File: src/rtl/dispatch_unit.sv
// Dispatch stage: 2-entry decoded-instruction queue that allocates a ROB entry
// and routes the head bundle to the ALU RS, branch RS or load/store queue.
module dispatch_unit #(
    parameter int XLEN      = 32,
    parameter int ROB_TAG_W = 4
) (
    input  logic                 clk,
    input  logic                 rst_n,
    input  logic                 flush,

    input  logic                 dec_valid,
    output logic                 dec_ready,
    input  logic                 dec_branch,
    input  logic                 dec_jal,
    input  logic                 dec_alu_src1,
    input  logic                 dec_alu_src2,
    input  logic                 dec_rs1_used,
    input  logic                 dec_rs2_used,
    input  logic                 dec_load,
    input  logic                 dec_store,
    input  logic [1:0]           dec_alu_op,
    input  logic [XLEN-1:0]      dec_pc,
    input  logic [XLEN-1:0]      dec_imm,
    input  logic [4:0]           dec_rs1,
    input  logic [4:0]           dec_rs2,
    input  logic [4:0]           dec_rd,

    output logic                 rob_alloc_valid,
    input  logic                 rob_alloc_ready,
    input  logic [ROB_TAG_W-1:0] rob_tag,

    output logic                 alu_valid,
    input  logic                 alu_ready,
    output logic                 br_valid,
    input  logic                 br_ready,
    output logic                 lsq_valid,
    input  logic                 lsq_ready,

    output logic                 disp_branch,
    output logic                 disp_jal,
    output logic                 disp_alu_src1,
    output logic                 disp_alu_src2,
    output logic                 disp_rs1_used,
    output logic                 disp_rs2_used,
    output logic                 disp_load,
    output logic                 disp_store,
    output logic [1:0]           disp_alu_op,
    output logic [XLEN-1:0]      disp_pc,
    output logic [XLEN-1:0]      disp_imm,
    output logic [4:0]           disp_rs1,
    output logic [4:0]           disp_rs2,
    output logic [4:0]           disp_rd,
    output logic [ROB_TAG_W-1:0] disp_rob_tag,
    output logic [31:0]          disp_count,
    output logic [31:0]          stall_count
);

    typedef struct packed {
        logic            branch;
        logic            jal;
        logic            alu_src1;
        logic            alu_src2;
        logic            rs1_used;
        logic            rs2_used;
        logic            load;
        logic            store;
        logic [1:0]      alu_op;
        logic [XLEN-1:0] pc;
        logic [XLEN-1:0] imm;
        logic [4:0]      rs1;
        logic [4:0]      rs2;
        logic [4:0]      rd;
    } entry_t;

    typedef enum logic [1:0] {
        CLS_NOP,
        CLS_ALU,
        CLS_BR,
        CLS_LSQ
    } cls_e;

    entry_t      mem_q [2];
    logic        head_q, head_d;
    logic        tail_q, tail_d;
    logic [1:0]  count_q, count_d;
    logic [31:0] disp_count_q, disp_count_d;
    logic [31:0] stall_count_q, stall_count_d;

    entry_t in_entry;
    entry_t head_e;
    cls_e   head_cls;
    logic   hv, is_nop, tgt_ready, fire, pop, enq, stall;

    assign in_entry = '{branch: dec_branch, jal: dec_jal, alu_src1: dec_alu_src1,
                        alu_src2: dec_alu_src2, rs1_used: dec_rs1_used,
                        rs2_used: dec_rs2_used, load: dec_load, store: dec_store,
                        alu_op: dec_alu_op, pc: dec_pc, imm: dec_imm,
                        rs1: dec_rs1, rs2: dec_rs2, rd: dec_rd};

    assign head_e = mem_q[head_q];

    // Memory ops take priority over control flow, which takes priority over NOP.
    always_comb begin
        // NOTE: assign every combinational output a default first so no path leaves it unassigned (no latch).
        head_cls = CLS_ALU;
        if (head_e.load || head_e.store) begin
            head_cls = CLS_LSQ;
        end else if (head_e.branch || head_e.jal) begin
            head_cls = CLS_BR;
        end else if (head_e.alu_op == 2'b00) begin
            head_cls = CLS_NOP;
        end
    end

    always_comb begin
        tgt_ready = 1'b0;
        case (head_cls)
            CLS_ALU: tgt_ready = alu_ready;
            CLS_BR:  tgt_ready = br_ready;
            CLS_LSQ: tgt_ready = lsq_ready;
            default: tgt_ready = 1'b0;
        endcase
    end

    // Each side's valid looks only at the opposite side's ready, so no combinational loop forms.
    assign hv              = (count_q != 2'd0) && !flush;
    assign is_nop          = (head_cls == CLS_NOP);
    assign rob_alloc_valid = hv && !is_nop && tgt_ready;
    assign alu_valid       = hv && (head_cls == CLS_ALU) && rob_alloc_ready;
    assign br_valid        = hv && (head_cls == CLS_BR)  && rob_alloc_ready;
    assign lsq_valid       = hv && (head_cls == CLS_LSQ) && rob_alloc_ready;
    assign fire            = hv && !is_nop && rob_alloc_ready && tgt_ready;
    assign stall           = hv && !is_nop && !fire;
    assign pop             = fire || (hv && is_nop);
    assign dec_ready       = (count_q < 2'd2);
    assign enq             = dec_valid && dec_ready && !flush;

    always_comb begin
        count_d       = count_q;
        head_d        = head_q;
        tail_d        = tail_q;
        disp_count_d  = disp_count_q;
        stall_count_d = stall_count_q;
        if (flush) begin
            count_d = 2'd0;
            head_d  = 1'b0;
            tail_d  = 1'b0;
        end else begin
            if (enq) tail_d = ~tail_q;
            if (pop) head_d = ~head_q;
            case ({enq, pop})
                2'b10:   count_d = count_q + 2'd1;
                2'b01:   count_d = count_q - 2'd1;
                default: count_d = count_q;
            endcase
        end
        if (fire)  disp_count_d  = disp_count_q + 32'd1;
        if (stall) stall_count_d = stall_count_q + 32'd1;
    end

    always_ff @(posedge clk or negedge rst_n) begin
        if (!rst_n) begin
            // NOTE: the two queue entries are reset too, so disp_* read 0 straight out of reset.
            for (int i = 0; i < 2; i++) begin
                mem_q[i] <= '0;
            end
            head_q        <= 1'b0;
            tail_q        <= 1'b0;
            count_q       <= 2'd0;
            disp_count_q  <= 32'd0;
            stall_count_q <= 32'd0;
        end else begin
            // NOTE: sequential state uses non-blocking assignments so all registers update together.
            if (enq) begin
                mem_q[tail_q] <= in_entry;
            end
            head_q        <= head_d;
            tail_q        <= tail_d;
            count_q       <= count_d;
            disp_count_q  <= disp_count_d;
            stall_count_q <= stall_count_d;
        end
    end

    assign disp_branch   = head_e.branch;
    assign disp_jal      = head_e.jal;
    assign disp_alu_src1 = head_e.alu_src1;
    assign disp_alu_src2 = head_e.alu_src2;
    assign disp_rs1_used = head_e.rs1_used;
    assign disp_rs2_used = head_e.rs2_used;
    assign disp_load     = head_e.load;
    assign disp_store    = head_e.store;
    assign disp_alu_op   = head_e.alu_op;
    assign disp_pc       = head_e.pc;
    assign disp_imm      = head_e.imm;
    assign disp_rs1      = head_e.rs1;
    assign disp_rs2      = head_e.rs2;
    assign disp_rd       = head_e.rd;
    assign disp_rob_tag  = rob_tag;
    assign disp_count    = disp_count_q;
    assign stall_count   = stall_count_q;

endmodule

File: config.mk
export PLATFORM = sky130hd
export DESIGN_NAME = dispatch_unit
export DESIGN_NICKNAME = d
export VERILOG_FILES = /design/src/rtl/dispatch_unit.sv
export SDC_FILE = /design/constraint.sdc
export NUM_CORES = 1
export LEC_CHECK = 0
export BUFFER_PORTS_ARGS = -buffer_cell sky130_fd_sc_hd__clkbuf_2
export CAP_MARGIN = 20
export CORE_UTILIZATION = 50
export CTS_CLUSTER_SIZE = 40
export DETAILED_ROUTE_END_ITERATION = 7
export PLACE_DENSITY_LB_ADDON = 0.05
export SYNTH_ARGS = -nofsm -noshare
export SYNTH_HDL_FRONTEND = slang
export SYNTH_SLANG_ARGS = --single-unit
File: constraint.sdc
create_clock -name clk -period 3.15 [get_ports clk]
set_clock_uncertainty 0.05 [all_clocks]
set_input_delay 0.1575 -clock clk [delete_from_list [all_inputs] [get_ports clk]]
set_output_delay 0.1575 -clock clk [all_outputs]
set_load 0.03 [all_outputs]
# Yosys cells after proc, flatten, opt, wreduce, memory -nomap -nowiden
# Index checks and enable logic that the tools add are counted.
word_totals:
  reg_bits: 246
classes:
  n_addsub: 4
  bitwise: 4
  reduce_logical: 28
  n_mux: 16
  order_cmp: 4
  n_eq_ne: 5
op_table:
  columns: ["op", "count"]
  rows:
  - ["2-to-1 mux 89 bit", 4]
  - ["bitwise mux 178 bit", 1]
  - ["demux 89 bit (select 1 bit)", 1]
  - ["adder 32 x 1 -> 32 bit, second input constant", 2]
  - ["logical AND 1 bit", 16]
  - ["== test 2 bit, second input constant", 3]
  - ["2-to-1 mux 2 bit", 3]
  - ["nonzero test 2 bit", 3]
  - ["2-to-1 mux 1 bit", 5]
  - ["== test 2 x 1 -> 1 bit, second input constant", 2]
  - [">= comparator 2 bit, second input constant", 2]
  - ["zero test 2 bit", 2]
  - ["inverter 1 -> 2 bit", 2]
  - ["case mux 2 bit (2 select lines)", 1]
  - ["zero test 1 bit", 3]
  - ["logical OR 1 bit", 3]
  - ["case mux 1 bit (3 select lines)", 1]
  - ["nonzero test 3 bit", 1]
  - ["adder 2 x 1 -> 2 bit, second input constant", 1]
  - ["less-than comparator 2 x 1 -> 1 bit, second input constant", 1]
  - ["less-than comparator 2 bit, second input constant", 1]
  - ["inverter 1 bit", 2]
  - ["subtractor 2 x 1 -> 2 bit, second input constant", 1]

# Longest topological paths before layout
# Gate-level depths: netlist of run 1.
depth:
  word_depth: 17
  mapped_depth: 8
  ltp_nobuf: 6

# Worst setup path before layout of run 1
# Ideal clock, no wire load.
synth_timing:
  path_kind: "flip-flop to flip-flop"
  from: "register count_q[1]"
  to: "register mem_q[158] (netlist bit)"
  slack_ps: 875
  arrival_time_ps: 2100
  setup_time_ps: 125
  t_required_ps: 2975
  stages_incl_launch_ff: 7
  path_cell_list: "dfrtp_1 -> inv_1 -> nand2_1 -> nor3_1 -> buf_2 -> buf_2 -> mux2_2"
synth_between:
  elab_chain_len: 3
synth_rtl:
  columns: ["item", "line", "text"]
  rows:
  - ["start, declared", "85", "logic [1:0] count_q, count_d;"]
  - ["start signal, assigned", "179", "count_q <= count_d;"]
  - ["less-than comparator 2 bit", "135", "assign dec_ready = (count_q < 2'd2);"]
  - ["via dec_ready", "12", "output logic dec_ready,"]
  - ["logical AND 1 bit (2 in a row)", "136", "assign enq = dec_valid && dec_ready && !flush;"]
  - ["end signal, assigned by index", "175", "mem_q[tail_q] <= in_entry;"]
  - ["end, declared", "82", "entry_t mem_q [2];"]
# The timed path passes the listed nets, and every way through them passes these cells.
# A chain may end at the register's enable or synchronous reset.

# Worst setup path after layout of run 1
layout_timing:
  from: "register head_q"
  to: "output br_valid"
layout_between:
  elab_chain_len: 11
layout_rtl:
  columns: ["item", "line", "text"]
  rows:
  - ["start, declared", "83", "logic head_q, head_d;"]
  - ["start signal, assigned", "167", "head_q <= 1'b0;"]
  - ["start signal, assigned", "177", "head_q <= head_d;"]
  - ["inverter 1 -> 2 bit (implied by the code) (*)", "100", "assign head_e = mem_q[head_q];"]
  - ["2-to-1 mux 89 bit (implied by the code) (*) (3 in a row)", "100", null]
  - ["zero test 2 bit", "110", "end else if (head_e.alu_op == 2'b00) begin"]
  - ["2-to-1 mux 1 bit", "110", null]
  - ["2-to-1 mux 2 bit", "108", "end else if (head_e.branch || head_e.jal) begin"]
  - ["2-to-1 mux 2 bit (*)", "106", "if (head_e.load || head_e.store) begin"]
  - ["== test 2 bit (*)", "130", "assign br_valid = hv && (head_cls == CLS_BR) && rob_alloc_ready;"]
  - ["logical AND 1 bit (*) (2 in a row)", "130", null]
  - ["end, declared", "34", "output logic br_valid,"]
# Mark *: on every way between the ends. The rest lies on a longest branch, timed or not. The select of a mux whose other input is x is not followed.

==> impl_metrics.xml, run 1 <==
<?xml version="1.0" encoding="UTF-8"?>
<metrics>
  <group name="timing">
    <metric name="min_period_over_period" unit="%">85.3</metric>
    <metric name="setup_ws" unit="ns">0.464</metric>
    <metric name="max_slew_margin_vs_limit" unit="%">46.5</metric>
    <metric name="finalWorstPathRequiredPeriod" unit="ns">2.69</metric>
    <metric name="hold_viol_final" unit="">0</metric>
    <metric name="timing.fmax" unit="GHz">0.372</metric>
    <metric name="tightest_slew" unit="ns">0.802</metric>
    <metric name="report.final.slew_viol_count" unit="">0</metric>
    <metric name="grt_setup_unrepaired" unit="">false</metric>
    <metric name="tns" unit="ns">0</metric>
    <metric name="setup_viol_count_final" unit="">0</metric>
  </group>
  <group name="yosys">
    <metric name="yosys.area_share.adder" unit="%">0.226</metric>
    <metric name="yosys.area.top_type_share" unit="%">55.5</metric>
    <metric name="postSynthNetCount" unit="">897</metric>
    <metric name="synthesis.instances" unit="">794</metric>
    <metric name="post_synthesis_area_per_instance" unit="um^2">14.0</metric>
    <metric name="mappedNetlistArea" unit="um^2">11100</metric>
    <metric name="postSynthRegisterBits" unit="">246</metric>
    <metric name="synth-warning-count" unit="">0</metric>
    <metric name="synth.area.top_cells" unit="">sky130_fd_sc_hd__dfrtp_1, sky130_fd_sc_hd__mux2_2, sky130_fd_sc_hd__xnor2_1, sky130_fd_sc_hd__nand4_1, sky130_fd_sc_hd__clkbuf_1</metric>
    <metric name="compound_gate_fraction_of_synth_area" unit="%">1.81</metric>
    <metric name="post-synth-top-area-cell" unit="">sky130_fd_sc_hd__dfrtp_1</metric>
    <metric name="yosys-mux-area-fraction" unit="%">27.3</metric>
    <metric name="synthMostInstantiatedCell" unit="">sky130_fd_sc_hd__mux2_2</metric>
    <metric name="number_of_distinct_library_cell_variants_in_the_gate_level_netlist_after_synthesis" unit="">51</metric>
    <metric name="synthArstFlopShare" unit="%">100</metric>
    <metric name="synthSimpleGateAreaFrac" unit="%">8.02</metric>
    <metric name="synth-seq-area-share" unit="%">55.5</metric>
    <metric name="synth_top_family_by_area" unit="">multiplexers</metric>
    <metric name="xor_and_xnor_area_share_after_synthesis" unit="%">4.98</metric>
    <metric name="synth_common_cells" unit="">sky130_fd_sc_hd__mux2_2, sky130_fd_sc_hd__dfrtp_1, sky130_fd_sc_hd__xnor2_1</metric>
    <metric name="dominantRegCellSynth" unit="">sky130_fd_sc_hd__dfrtp_1</metric>
    <metric name="synth_enable_flop_cells" unit="">0</metric>
  </group>
  <group name="clocking">
    <metric name="clkSlewWorstSetupHoldPaths" unit="ns">0.06</metric>
    <metric name="cts_tree" unit="">yes</metric>
    <metric name="cts_resized" unit="">0</metric>
    <metric name="cts.sink_count" unit="">246</metric>
    <metric name="ctsRootBufferMaster" unit="">sky130_fd_sc_hd__clkbuf_16</metric>
    <metric name="cts_buffers" unit="">28</metric>
    <metric name="clkLatencyLatePin" unit="ns">0.54</metric>
    <metric name="htreeDepth" unit="">1</metric>
    <metric name="maximum_count_of_clock_buffers_along_a_single_path" unit="">3</metric>
  </group>
  <group name="final_layout">
    <metric name="filler_cell_count" unit="">1677</metric>
    <metric name="finish.net_count" unit="">1242</metric>
    <metric name="final_design_area_no_fill" unit="um^2">14500</metric>
    <metric name="area_delta_synth_final" unit="%">30.4</metric>
    <metric name="final_layout_size_suffix_gt1_share" unit="%">51.4</metric>
  </group>
  <group name="drt">
    <metric name="met3WireLength" unit="um">1690</metric>
    <metric name="routed_wire_length_per_instance" unit="um">17.0</metric>
    <metric name="antenna_left" unit="">0</metric>
    <metric name="postRouteWirelength" unit="um">24500</metric>
    <metric name="route.vias.total" unit="">7546</metric>
    <metric name="viasPerCell" unit="">5.25</metric>
    <metric name="post-route-drc-count" unit="">0</metric>
    <metric name="top_layer" unit="">met4</metric>
    <metric name="route.layer.met1.wl" unit="um">10600</metric>
    <metric name="detailedRoute.firstPassIterationCount" unit="">4</metric>
    <metric name="detailedRoute.firstIterationViolations" unit="">183</metric>
    <metric name="dr_wl_met2" unit="um">11600</metric>
  </group>
  <group name="global_routing">
    <metric name="grt_overflow" unit="">0</metric>
    <metric name="grt_first_pass_wirelength" unit="um">39100</metric>
    <metric name="grt_antenna_before_repair" unit="">1</metric>
    <metric name="number_of_global_route_vias_before_repair" unit="">7607</metric>
    <metric name="gr-usage-all-layers" unit="%">21.5</metric>
    <metric name="grt_start_max_net_pins" unit="">104</metric>
  </group>
  <group name="placed_design">
    <metric name="dp_hpwl" unit="um">15900</metric>
    <metric name="place.port_buffers" unit="">254</metric>
    <metric name="gp_congestion" unit="">0.799</metric>
    <metric name="detailed_place.area" unit="um^2">12700</metric>
    <metric name="place_worst_setup_slack" unit="ns">0.632</metric>
  </group>
  <group name="critical_path">
    <metric name="critical_path_required" unit="ns">2.94</metric>
    <metric name="crit-reg2reg-capture" unit="">stall_count[1]</metric>
    <metric name="timing.critical_path.from_type" unit="">flip-flop</metric>
    <metric name="worst_r2r_startpoint" unit="">head_q</metric>
    <metric name="crit_path_max_fanout" unit="">14</metric>
    <metric name="worst_r2r_path_depth" unit="">5</metric>
    <metric name="cp.arrival" unit="ns">2.48</metric>
    <metric name="timing.critical_path.to_type" unit="">primary output</metric>
    <metric name="r2r_slack" unit="ns">0.62</metric>
    <metric name="worstSetupPathType" unit="">flip-flop to primary output</metric>
  </group>
  <group name="floorplanning">
    <metric name="die_height" unit="um">151</metric>
    <metric name="start_util" unit="%">51.0</metric>
    <metric name="placement_rows" unit="">54</metric>
    <metric name="design.portCount" unit="">263</metric>
    <metric name="die-area" unit="um^2">22800</metric>
    <metric name="die_w" unit="um">151</metric>
    <metric name="core_area" unit="um^2">21800</metric>
  </group>
  <group name="power_and_ir_drop">
    <metric name="power_density" unit="nW/um^2">829</metric>
    <metric name="cellLeakagePower" unit="nW">6.56</metric>
    <metric name="p_total" unit="W">0.0120</metric>
    <metric name="peakVddDrop" unit="uV">658</metric>
  </group>
  <group name="hold_path">
    <metric name="whs_path_depth" unit="">4</metric>
    <metric name="min-delay-start" unit="">rob_alloc_ready</metric>
    <metric name="worstHoldPathType" unit="">input pin to flip-flop</metric>
    <metric name="worst_hold_path.endpoint" unit="">disp_count[0]</metric>
  </group>
  <group name="status">
    <metric name="status" unit="">finished clean</metric>
  </group>
  <group name="flow_run">
    <metric name="max-cap-violations" unit="">0</metric>
  </group>
</metrics>
## logic make-up after synthesis
kind of cell             after synthesis
multiplexers                         269
adder cells (fa/ha/maj)                2
AND/OR/NAND/NOR                      145
XOR/XNOR                              63
flip-flops                           246
AO/OA/AOI/OAI                         19
buffers and inverters                 50
## worst max path at each step
stage	from	endpoint	slack (ns)	cells after the start
after floorplan	count_q[1]	mem_q[158]	0.88	6
after global placement	head_q	stall_count[1]	0.64	5
after detailed placement	head_q	stall_count[1]	0.63	5
after CTS	head_q	br_valid	0.49	4
after global routing	head_q	br_valid	0.32	4
final	head_q	br_valid	0.46	4
## report_power, final
part	total [W]	internal, W	switching (W)
registers	0.00480	0.00423	0.000568
clock network	0.00298	0.00174	0.00124
logic	0.00420	0.00186	0.00234
total	0.0120	0.00783	0.00415
## routing by layer
| metal | track usage (%) | up-vias |
|---|---|---|
| met5 | 0 | - |
| met4 | 5.15 | 0 |
| met3 | 5.42 | 36 |
| met2 | 35.0 | 200 |
| met1 | 28.8 | 3754 |
| li1 | - | 3556 |
## flip-flops by register name, indices dropped and copies added, names as in the netlist
name / cells
mem_q: 178
disp_count: 32
stall_count: 32
count_q: 2
head_q: 1
tail_q: 1
## what timing repair did
item	in CTS	in global routing
setup buffers	0	0
hold buffers	92	0
endpoints found under the setup margin	0	0
hold endpoints to repair	280	0
## cells in the final DEF (no fill, tap or decap), types with 3 or more instances in the layout
cell type                         n
sky130_fd_sc_hd__nand3_1         20
sky130_fd_sc_hd__nor4_1           3
sky130_fd_sc_hd__clkbuf_2       253
sky130_fd_sc_hd__clkbuf_1        10
sky130_fd_sc_hd__nand2_1         19
sky130_fd_sc_hd__nand4_1         29
sky130_fd_sc_hd__or3_1            3
sky130_fd_sc_hd__xnor2_1         53
sky130_fd_sc_hd__inv_1            4
sky130_fd_sc_hd__clkbuf_8         5
sky130_fd_sc_hd__xor2_1          10
sky130_fd_sc_hd__clkbuf_16       28
sky130_fd_sc_hd__dlygate4sd3_1   92
sky130_fd_sc_hd__nor3_1          10
sky130_fd_sc_hd__or3b_1           3
sky130_fd_sc_hd__buf_4            9
sky130_fd_sc_hd__and4_1          10
sky130_fd_sc_hd__nand3b_1         3
sky130_fd_sc_hd__buf_12           6
sky130_fd_sc_hd__nor3_2           4
sky130_fd_sc_hd__mux2_2         268
sky130_fd_sc_hd__dfrtp_1        245
sky130_fd_sc_hd__and3_1          16
sky130_fd_sc_hd__nor2_1           7
sky130_fd_sc_hd__and2_1           7
## worst max-delay path: stages, from the launching register on
cell                       delay, ns
sky130_fd_sc_hd__dfrtp_4        0.48
sky130_fd_sc_hd__nor3b_1        0.58
sky130_fd_sc_hd__nor2_1         0.16
sky130_fd_sc_hd__nor4_1         0.44
sky130_fd_sc_hd__clkbuf_2       0.29
## final cells by class
cell class	count	area (um^2)	share of cell area (%)
Sequential cell	246	6160	42.6
Multi-Input combinational cell	498	4710	32.5
Timing Repair Buffer	361	2390	16.5
Clock buffer	43	807	5.58
Tap cell	280	350	2.42
Clock inverter	3	30.0	0.208
Inverter	4	15.0	0.104
Antenna cell	1	2.50	0.0173
## stage by stage
stage,cells,util (%),hold WS [ns]
final,1436,66.5,0.135
after global routing,1436,66.5,0.169
after CTS,1435,66.5,0.111
after detailed placement,1297,58.4,0.222
after global placement,1297,58.4,0.224
after floorplan,794,-,-0.188
Note: power is estimated with default switching activity, not from simulation.
==> run 2, diff against run 1 <==
Settings changed: ABC_AREA from default to 1.
==> run 2 against run 1 <==
Against the previous run:
- routed wire length up 27%
- combinational power up 9.5%
- worst hold slack lost 0.091 ns
- power is 9.4% higher
- clock power increased by 15%
- flip-flop and latch count unchanged
- clock-buffer cell count is 5 lower
- largest power group unchanged
==> impl_metrics.xml, run 2 <==
<?xml version="1.0" encoding="UTF-8"?>
<metrics>
  <group name="status">
    <metric name="status" unit="">finished clean</metric>
  </group>
  <group name="clocking">
    <metric name="cts.sink_count" unit="">246</metric>
    <metric name="cts_buffers" unit="">28</metric>
    <metric name="htreeDepth" unit="">1</metric>
    <metric name="ctsRootBufferMaster" unit="">sky130_fd_sc_hd__clkbuf_16</metric>
    <metric name="clkLatencyLatePin" unit="ns">0.56</metric>
    <metric name="maximum_count_of_clock_buffers_along_a_single_path" unit="">3</metric>
    <metric name="clkSlewWorstSetupHoldPaths" unit="ns">0.06</metric>
    <metric name="cts_tree" unit="">yes</metric>
    <metric name="cts.repair_timing.setup_buffer_count" unit="">0</metric>
    <metric name="cts_resized" unit="">0</metric>
  </group>
  <group name="global_routing">
    <metric name="gr-usage-all-layers" unit="%">25.9</metric>
    <metric name="grt_overflow" unit="">0</metric>
    <metric name="grt_first_pass_wirelength" unit="um">50800</metric>
    <metric name="number_of_global_route_vias_before_repair" unit="">10300</metric>
    <metric name="grt_antenna_before_repair" unit="">1</metric>
    <metric name="grt_start_max_net_pins" unit="">80</metric>
  </group>
  <group name="critical_path">
    <metric name="worst_r2r_path_depth" unit="">14</metric>
    <metric name="timing.critical_path.from_type" unit="">flip-flop</metric>
    <metric name="timing.critical_path.to_type" unit="">primary output</metric>
    <metric name="crit_path_max_fanout" unit="">53</metric>
    <metric name="worstSetupPathType" unit="">flip-flop to primary output</metric>
    <metric name="cp.arrival" unit="ns">2.38</metric>
    <metric name="critical_path_required" unit="ns">2.94</metric>
  </group>
  <group name="floorplanning">
    <metric name="start_util" unit="%">51.6</metric>
    <metric name="die_w" unit="um">156</metric>
    <metric name="design.portCount" unit="">263</metric>
    <metric name="die_height" unit="um">156</metric>
    <metric name="core_area" unit="um^2">22900</metric>
    <metric name="placement_rows" unit="">55</metric>
    <metric name="die-area" unit="um^2">24300</metric>
  </group>
  <group name="final_layout">
    <metric name="final-instance-count-excl-fill" unit="">2171</metric>
    <metric name="final_layout_size_suffix_gt1_share" unit="%">18.1</metric>
    <metric name="mostFrequentLayoutCell" unit="">sky130_fd_sc_hd__nand2_1</metric>
    <metric name="largest_register_ff_count" unit="">178</metric>
    <metric name="most-common-layout-cells" unit="">sky130_fd_sc_hd__nand2_1, sky130_fd_sc_hd__clkbuf_2, sky130_fd_sc_hd__dfrtp_1</metric>
    <metric name="area_delta_synth_final" unit="%">29.2</metric>
    <metric name="register_containing_the_most_flip_flops_in_the_final_layout" unit="">mem_q</metric>
    <metric name="finish.net_count" unit="">1942</metric>
  </group>
  <group name="drt">
    <metric name="detailedRoute.firstPassIterationCount" unit="">5</metric>
    <metric name="postRouteWirelength" unit="um">31000</metric>
    <metric name="detailedRoute.firstIterationViolations" unit="">749</metric>
    <metric name="routed_wire_length_per_instance" unit="um">14.3</metric>
    <metric name="post-route-drc-count" unit="">0</metric>
    <metric name="route.vias.total" unit="">10600</metric>
    <metric name="viasPerCell" unit="">4.90</metric>
    <metric name="antenna_left" unit="">0</metric>
  </group>
  <group name="hold_path">
    <metric name="whs_path_depth" unit="">5</metric>
    <metric name="worstHoldPathType" unit="">input pin to flip-flop</metric>
  </group>
  <group name="yosys">
    <metric name="compound_gate_fraction_of_synth_area" unit="%">8.58</metric>
    <metric name="synth.area.top_cells" unit="">sky130_fd_sc_hd__dfrtp_1, sky130_fd_sc_hd__nand2_1, sky130_fd_sc_hd__o21ai_0, sky130_fd_sc_hd__inv_1, sky130_fd_sc_hd__xor2_1</metric>
    <metric name="synth_common_cells" unit="">sky130_fd_sc_hd__nand2_1, sky130_fd_sc_hd__dfrtp_1, sky130_fd_sc_hd__o21ai_0</metric>
    <metric name="yosys-mux-area-fraction" unit="%">0</metric>
    <metric name="postSynthRegisterBits" unit="">246</metric>
    <metric name="synthesis.instances" unit="">1520</metric>
    <metric name="post-synth-top-area-cell" unit="">sky130_fd_sc_hd__dfrtp_1</metric>
    <metric name="post_synthesis_area_per_instance" unit="um^2">7.78</metric>
    <metric name="synth-seq-area-share" unit="%">52.1</metric>
    <metric name="synthSimpleGateAreaFrac" unit="%">27.1</metric>
    <metric name="yosys.area.top_type_share" unit="%">52.1</metric>
    <metric name="postSynthNetCount" unit="">1623</metric>
    <metric name="synthMostInstantiatedCell" unit="">sky130_fd_sc_hd__nand2_1</metric>
    <metric name="synth_enable_flop_cells" unit="">0</metric>
    <metric name="synth_top_family_by_area" unit="">simple AND/OR/NAND/NOR gates</metric>
    <metric name="dominantRegCellSynth" unit="">sky130_fd_sc_hd__dfrtp_1</metric>
    <metric name="synth-warning-count" unit="">0</metric>
    <metric name="number_of_distinct_library_cell_variants_in_the_gate_level_netlist_after_synthesis" unit="">31</metric>
    <metric name="yosys.area_share.adder" unit="%">0.212</metric>
    <metric name="xor_and_xnor_area_share_after_synthesis" unit="%">4.59</metric>
    <metric name="synthArstFlopShare" unit="%">100</metric>
    <metric name="mappedNetlistArea" unit="um^2">11800</metric>
  </group>
  <group name="timing">
    <metric name="hold_viol_final" unit="">0</metric>
    <metric name="grt_setup_unrepaired" unit="">false</metric>
    <metric name="tns" unit="ns">0</metric>
    <metric name="report.final.slew_viol_count" unit="">0</metric>
    <metric name="tightest_slew" unit="ns">0.814</metric>
    <metric name="max_slew_margin_vs_limit" unit="%">45.7</metric>
    <metric name="min_period_over_period" unit="%">82.1</metric>
    <metric name="timing.fmax" unit="GHz">0.387</metric>
    <metric name="finalWorstPathRequiredPeriod" unit="ns">2.59</metric>
    <metric name="setup_viol_count_final" unit="">0</metric>
  </group>
  <group name="power_and_ir_drop">
    <metric name="power_density" unit="nW/um^2">858</metric>
    <metric name="peakVddDrop" unit="uV">565</metric>
    <metric name="cellLeakagePower" unit="nW">8.18</metric>
  </group>
  <group name="placed_design">
    <metric name="gp_congestion" unit="">0.938</metric>
    <metric name="dp_hpwl" unit="um">20600</metric>
    <metric name="placedCellCount" unit="">2030</metric>
    <metric name="place.port_buffers" unit="">254</metric>
  </group>
  <group name="flow_run">
    <metric name="max-cap-violations" unit="">0</metric>
  </group>
</metrics>
run 2: final timing paths:
path                                    to  slack, ns       start
setup / recovery               disp_pc[23]       0.56      head_q
hold / removal               disp_count[5]       0.04   alu_ready
setup reg to reg           stall_count[17]       0.63      head_q
hold reg to reg                 mem_q[145]       0.43  mem_q[145]
max in group asynchronous        mem_q[57]       2.03       rst_n
min in group asynchronous   disp_count[16]       0.12       rst_n
run 2: final cells by class:
type / instances / area, um^2
Fill cell: 2056 / 7650
Sequential cell: 246 / 6160
Multi-Input combinational cell: 1055 / 4800
Timing Repair Buffer: 360 / 2380
Clock buffer: 38 / 768
Inverter: 148 / 558
Tap cell: 313 / 392
Clock inverter: 10 / 205
Antenna cell: 1 / 2.50
run 2: where the power goes:
group          leakage, nW  internal [W]  switching [W]
clock network        0.465       0.00211        0.00133
registers             3.12       0.00431       0.000761
logic                 4.60       0.00140        0.00320
total                 8.18       0.00782        0.00528
run 2: repair_timing:
item                       4_1_cts  5_1_grt
hold buffers                    92        0
setup endpoints to repair        0        0
hold endpoints to repair       257        0
run 2: routing by layer:
| metal | track usage (%) | wire length, um |
|---|---|---|
| met1 | 34.8 | 13700 |
| met4 | 8.82 | 1000 |
| met3 | 4.94 | 1830 |
| met2 | 42.3 | 14500 |
| met5 | 0 | 0 |
run 2: cells by family after synthesis:
kind of cell / after synthesis
simple gates: 789
compound gates: 202
xor+xnor: 62
buf+inv: 219
fa+ha+maj: 2
flops: 246
run 2: worst max-delay path, cell delays in order (launching register included):
cell and delay [ns]:
sky130_fd_sc_hd__dfrtp_4 0.57, sky130_fd_sc_hd__inv_2 0.21, sky130_fd_sc_hd__buf_4 0.56, sky130_fd_sc_hd__nand2_1 0.11, sky130_fd_sc_hd__nand2_1 0.12, sky130_fd_sc_hd__clkbuf_2 0.21
run 2: per-stage QoR:
step / instance area (um^2) / hold WS [ns] / setup slack [ns] / util, % / power (W)
2_1_floorplan: 11800 / -0.188 / 1.13 / - / 0.00821
3_3_place_gp: 13400 / 0.139 / 0.681 / 58.4 / 0.00953
5_1_grt: 15300 / 0.0668 / 0.368 / 66.6 / 0.0139
3_5_place_dp: 13400 / 0.144 / 0.648 / 58.4 / 0.00963
4_1_cts: 15300 / 0.0319 / 0.522 / 66.6 / 0.0132
6_report: 15300 / 0.0438 / 0.565 / 66.6 / 0.0131
==> run 3, diff against run 2 <==
Clock period 3.15 ns to 2.65 ns, I/O delays scaled along.
==> run 3 against run 2 <==
Against the previous run:
- non-clock buffer count rose by 1
- global-route usage fell by 0.051 points
- clock power rose by 15%
- via count fell by 0.10%
- utilization rose by 0.15 points
- final cell count rose by 0.28%
- design area rose by 0.22%
- clock-buffer cell count rose by 8
- first-iteration DRC count fell by 19%
- largest cell class unchanged
- highest routed layer unchanged
==> impl_metrics.xml, run 3 (synthesis gave the netlist of run 2 again) <==
<?xml version="1.0" encoding="UTF-8"?>
<metrics>
  <group name="flow_run">
    <metric name="max-cap-violations" unit="">0</metric>
  </group>
  <group name="hold_path">
    <metric name="whs_path_depth" unit="">5</metric>
    <metric name="worst_hold_path.endpoint" unit="">disp_count[6]</metric>
    <metric name="min-delay-start" unit="">alu_ready</metric>
    <metric name="worstHoldPathType" unit="">input pin to flip-flop</metric>
  </group>
  <group name="status">
    <metric name="status" unit="">finished clean</metric>
  </group>
  <group name="placed_design">
    <metric name="place.port_buffers" unit="">254</metric>
    <metric name="gp_congestion" unit="">0.947</metric>
    <metric name="dp_hpwl" unit="um">20400</metric>
  </group>
  <group name="critical_path">
    <metric name="worst_path_most_repeated_cell" unit="">sky130_fd_sc_hd__nand2_1</metric>
    <metric name="timing.critical_path.from_type" unit="">flip-flop</metric>
    <metric name="worst_r2r_startpoint" unit="">head_q</metric>
    <metric name="cpMaxStageDelayCell" unit="">sky130_fd_sc_hd__dfrtp_4</metric>
    <metric name="critPathTopFamily" unit="">flip-flops</metric>
    <metric name="slowest_delay" unit="ns">0.58</metric>
    <metric name="timing.critical_path.to_type" unit="">primary output</metric>
    <metric name="crit-reg2reg-capture" unit="">stall_count[17]</metric>
    <metric name="critical_path_required" unit="ns">2.47</metric>
    <metric name="worstSetupPathType" unit="">flip-flop to primary output</metric>
    <metric name="crit_path_max_fanout" unit="">21</metric>
    <metric name="path_cells" unit="">inv_6, nand2_1, nand2_1, nand2_1, nor2_2, nand3_2, a21oi_1, clkbuf_2</metric>
    <metric name="cp.arrival" unit="ns">2.24</metric>
    <metric name="r2r_slack" unit="ns">0.28</metric>
    <metric name="total_buffers_and_inverters_traversed_by_the_critical_path" unit="">2</metric>
    <metric name="worst_r2r_path_depth" unit="">13</metric>
  </group>
  <group name="power_and_ir_drop">
    <metric name="cellLeakagePower" unit="nW">8.21</metric>
    <metric name="netSwitchingPower" unit="W">0.00621</metric>
    <metric name="internal_power" unit="W">0.00924</metric>
    <metric name="peakVddDrop" unit="uV">655</metric>
    <metric name="netSwitchingFraction" unit="%">40.2</metric>
    <metric name="p_seq_share" unit="%">38.9</metric>
    <metric name="pwr-share-comb" unit="%">35.5</metric>
    <metric name="power_density" unit="nW/um^2">1010</metric>
    <metric name="p_total" unit="W">0.0154</metric>
    <metric name="power_frac_clock" unit="%">25.6</metric>
  </group>
  <group name="global_routing">
    <metric name="grt_start_max_net_pins" unit="">96</metric>
    <metric name="grt_antenna_before_repair" unit="">3</metric>
    <metric name="gr-usage-all-layers" unit="%">25.9</metric>
    <metric name="number_of_global_route_vias_before_repair" unit="">10400</metric>
    <metric name="grt_first_pass_wirelength" unit="um">50800</metric>
    <metric name="grt_overflow" unit="">0</metric>
  </group>
  <group name="floorplanning">
    <metric name="die_height" unit="um">156</metric>
    <metric name="die-area" unit="um^2">24300</metric>
    <metric name="design.portCount" unit="">263</metric>
    <metric name="core_area" unit="um^2">22900</metric>
    <metric name="die_w" unit="um">156</metric>
    <metric name="start_util" unit="%">51.6</metric>
    <metric name="placement_rows" unit="">55</metric>
  </group>
  <group name="clocking">
    <metric name="cts_buffers" unit="">28</metric>
    <metric name="maximum_count_of_clock_buffers_along_a_single_path" unit="">3</metric>
    <metric name="clkSlewWorstSetupHoldPaths" unit="ns">0.06</metric>
    <metric name="cts.sink_count" unit="">246</metric>
    <metric name="htreeDepth" unit="">1</metric>
    <metric name="ctsRootBufferMaster" unit="">sky130_fd_sc_hd__clkbuf_16</metric>
    <metric name="cts_tree" unit="">yes</metric>
    <metric name="clkLatencyLatePin" unit="ns">0.55</metric>
  </group>
  <group name="drt">
    <metric name="routed_wire_length_per_instance" unit="um">14.0</metric>
    <metric name="detailedRoute.firstPassIterationCount" unit="">5</metric>
    <metric name="antenna_left" unit="">0</metric>
    <metric name="post-route-drc-count" unit="">0</metric>
    <metric name="postRouteWirelength" unit="um">30600</metric>
    <metric name="met3WireLength" unit="um">1890</metric>
    <metric name="viasPerCell" unit="">4.88</metric>
    <metric name="top_layer" unit="">met4</metric>
    <metric name="detailedRoute.firstIterationViolations" unit="">604</metric>
    <metric name="dr_wl_met2" unit="um">14400</metric>
    <metric name="route.layer.met1.wl" unit="um">13400</metric>
    <metric name="route.vias.total" unit="">10600</metric>
  </group>
  <group name="final_layout">
    <metric name="most-common-layout-cells" unit="">sky130_fd_sc_hd__nand2_1, sky130_fd_sc_hd__clkbuf_2, sky130_fd_sc_hd__dfrtp_1</metric>
    <metric name="largest_register_ff_count" unit="">178</metric>
    <metric name="final_layout_size_suffix_gt1_share" unit="%">18.3</metric>
    <metric name="filler_cell_count" unit="">2007</metric>
    <metric name="area_delta_synth_final" unit="%">29.4</metric>
    <metric name="mostFrequentLayoutCell" unit="">sky130_fd_sc_hd__nand2_1</metric>
    <metric name="finish.net_count" unit="">1943</metric>
    <metric name="register_containing_the_most_flip_flops_in_the_final_layout" unit="">mem_q</metric>
  </group>
  <group name="timing">
    <metric name="min_period_over_period" unit="%">91.5</metric>
    <metric name="report.final.slew_viol_count" unit="">0</metric>
    <metric name="max_slew_margin_vs_limit" unit="%">55.8</metric>
    <metric name="setup_viol_count_final" unit="">0</metric>
    <metric name="tightest_slew" unit="ns">0.663</metric>
    <metric name="grt_setup_unrepaired" unit="">false</metric>
    <metric name="finalWorstPathRequiredPeriod" unit="ns">2.43</metric>
    <metric name="timing.fmax" unit="GHz">0.412</metric>
    <metric name="hold_viol_final" unit="">0</metric>
    <metric name="tns" unit="ns">0</metric>
  </group>
</metrics>
## run 3: cell types whose count changed in the layout (fill, tap and decap cells not counted), moves of 2 or more
cell,delta
sky130_fd_sc_hd__clkbuf_8,+8
sky130_fd_sc_hd__buf_6,+2
sky130_fd_sc_hd__diode_2,+2
sky130_fd_sc_hd__clkinvlp_4,-2
sky130_fd_sc_hd__bufinv_16,-3
sky130_fd_sc_hd__buf_4,-2
## run 3: cell type report
type                            instances  area [um^2]  area share, %
Antenna cell                            3         7.51         0.0491
Clock buffer                           46          878           5.74
Clock inverter                          5         86.3          0.564
Inverter                              148          568           3.71
Multi-Input combinational cell       1055         4800           31.4
Sequential cell                       246         6160           40.3
Tap cell                              313          392           2.56
Timing Repair Buffer                  361         2410           15.7
## run 3: power groups by stage
| stage | clock network, W | registers, W | logic (W) |
|---|---|---|---|
| CTS | 0.00405 | 0.00600 | 0.00552 |
| global placement | 0 | 0.00601 | 0.00531 |
| floorplan | 0 | 0.00618 | 0.00359 |
| finish | 0.00395 | 0.00601 | 0.00549 |
| detailed placement | 0 | 0.00605 | 0.00539 |
| global route | 0.00418 | 0.00621 | 0.00610 |
## run 3: worst max path at each step
stage / endpoint / cells past startpoint / from / slack (ns)
floorplan: alu_valid / 6 / head_q / 0.65
global placement: stall_count[17] / 13 / head_q / 0.18
detailed placement: stall_count[17] / 14 / head_q / 0.12
CTS: alu_valid / 6 / head_q / 0.10
global route: rob_alloc_valid / 10 / head_q / 0.04
finish: rob_alloc_valid / 8 / head_q / 0.22
## run 3: what timing repair did
action                                  CTS  global route
hold endpoints to repair                253             0
pin swaps                                 0             0
hold buffers                             92             0
buffers inserted                          0             0
resized for setup                         2             4
endpoints found under the setup margin   54             2
gates cloned                              0             0
## run 3: per-layer routing
| layer | vias up | track usage [%] |
|---|---|---|
| met4 | 0 | 8.68 |
| met1 | 4885 | 33.4 |
| met3 | 64 | 5.06 |
| li1 | 5369 | - |
| met5 | - | 0 |
| met2 | 299 | 43.7 |
## run 3: worst reg2reg max path: stages (launching register included)
cell and delay, ns:
sky130_fd_sc_hd__dfrtp_4 0.58, sky130_fd_sc_hd__buf_6 0.23, sky130_fd_sc_hd__nand2_1 0.09, sky130_fd_sc_hd__nand2_2 0.06, sky130_fd_sc_hd__nor2_2 0.16, sky130_fd_sc_hd__nand3_1 0.12, sky130_fd_sc_hd__nand2_2 0.11, sky130_fd_sc_hd__nor2_4 0.06
sky130_fd_sc_hd__nand2_8 0.13, sky130_fd_sc_hd__nand2_8 0.14, sky130_fd_sc_hd__inv_8 0.18, sky130_fd_sc_hd__nand2_1 0.12, sky130_fd_sc_hd__o21ai_0 0.15, sky130_fd_sc_hd__nand2_1 0.06
## run 3: stage by stage
step | hold WS, ns | util, % | area [um^2] | setup WS (ns) | cells
floorplan | -0.213 | - | 11800 | 0.653 | 1520
global placement | 0.111 | 58.4 | 13400 | 0.181 | 2031
detailed placement | 0.118 | 58.4 | 13400 | 0.120 | 2031
CTS | 0.0421 | 66.7 | 15300 | 0.101 | 2174
global route | 0.0928 | 66.8 | 15300 | 0.0381 | 2177
finish | 0.0406 | 66.8 | 15300 | 0.225 | 2177
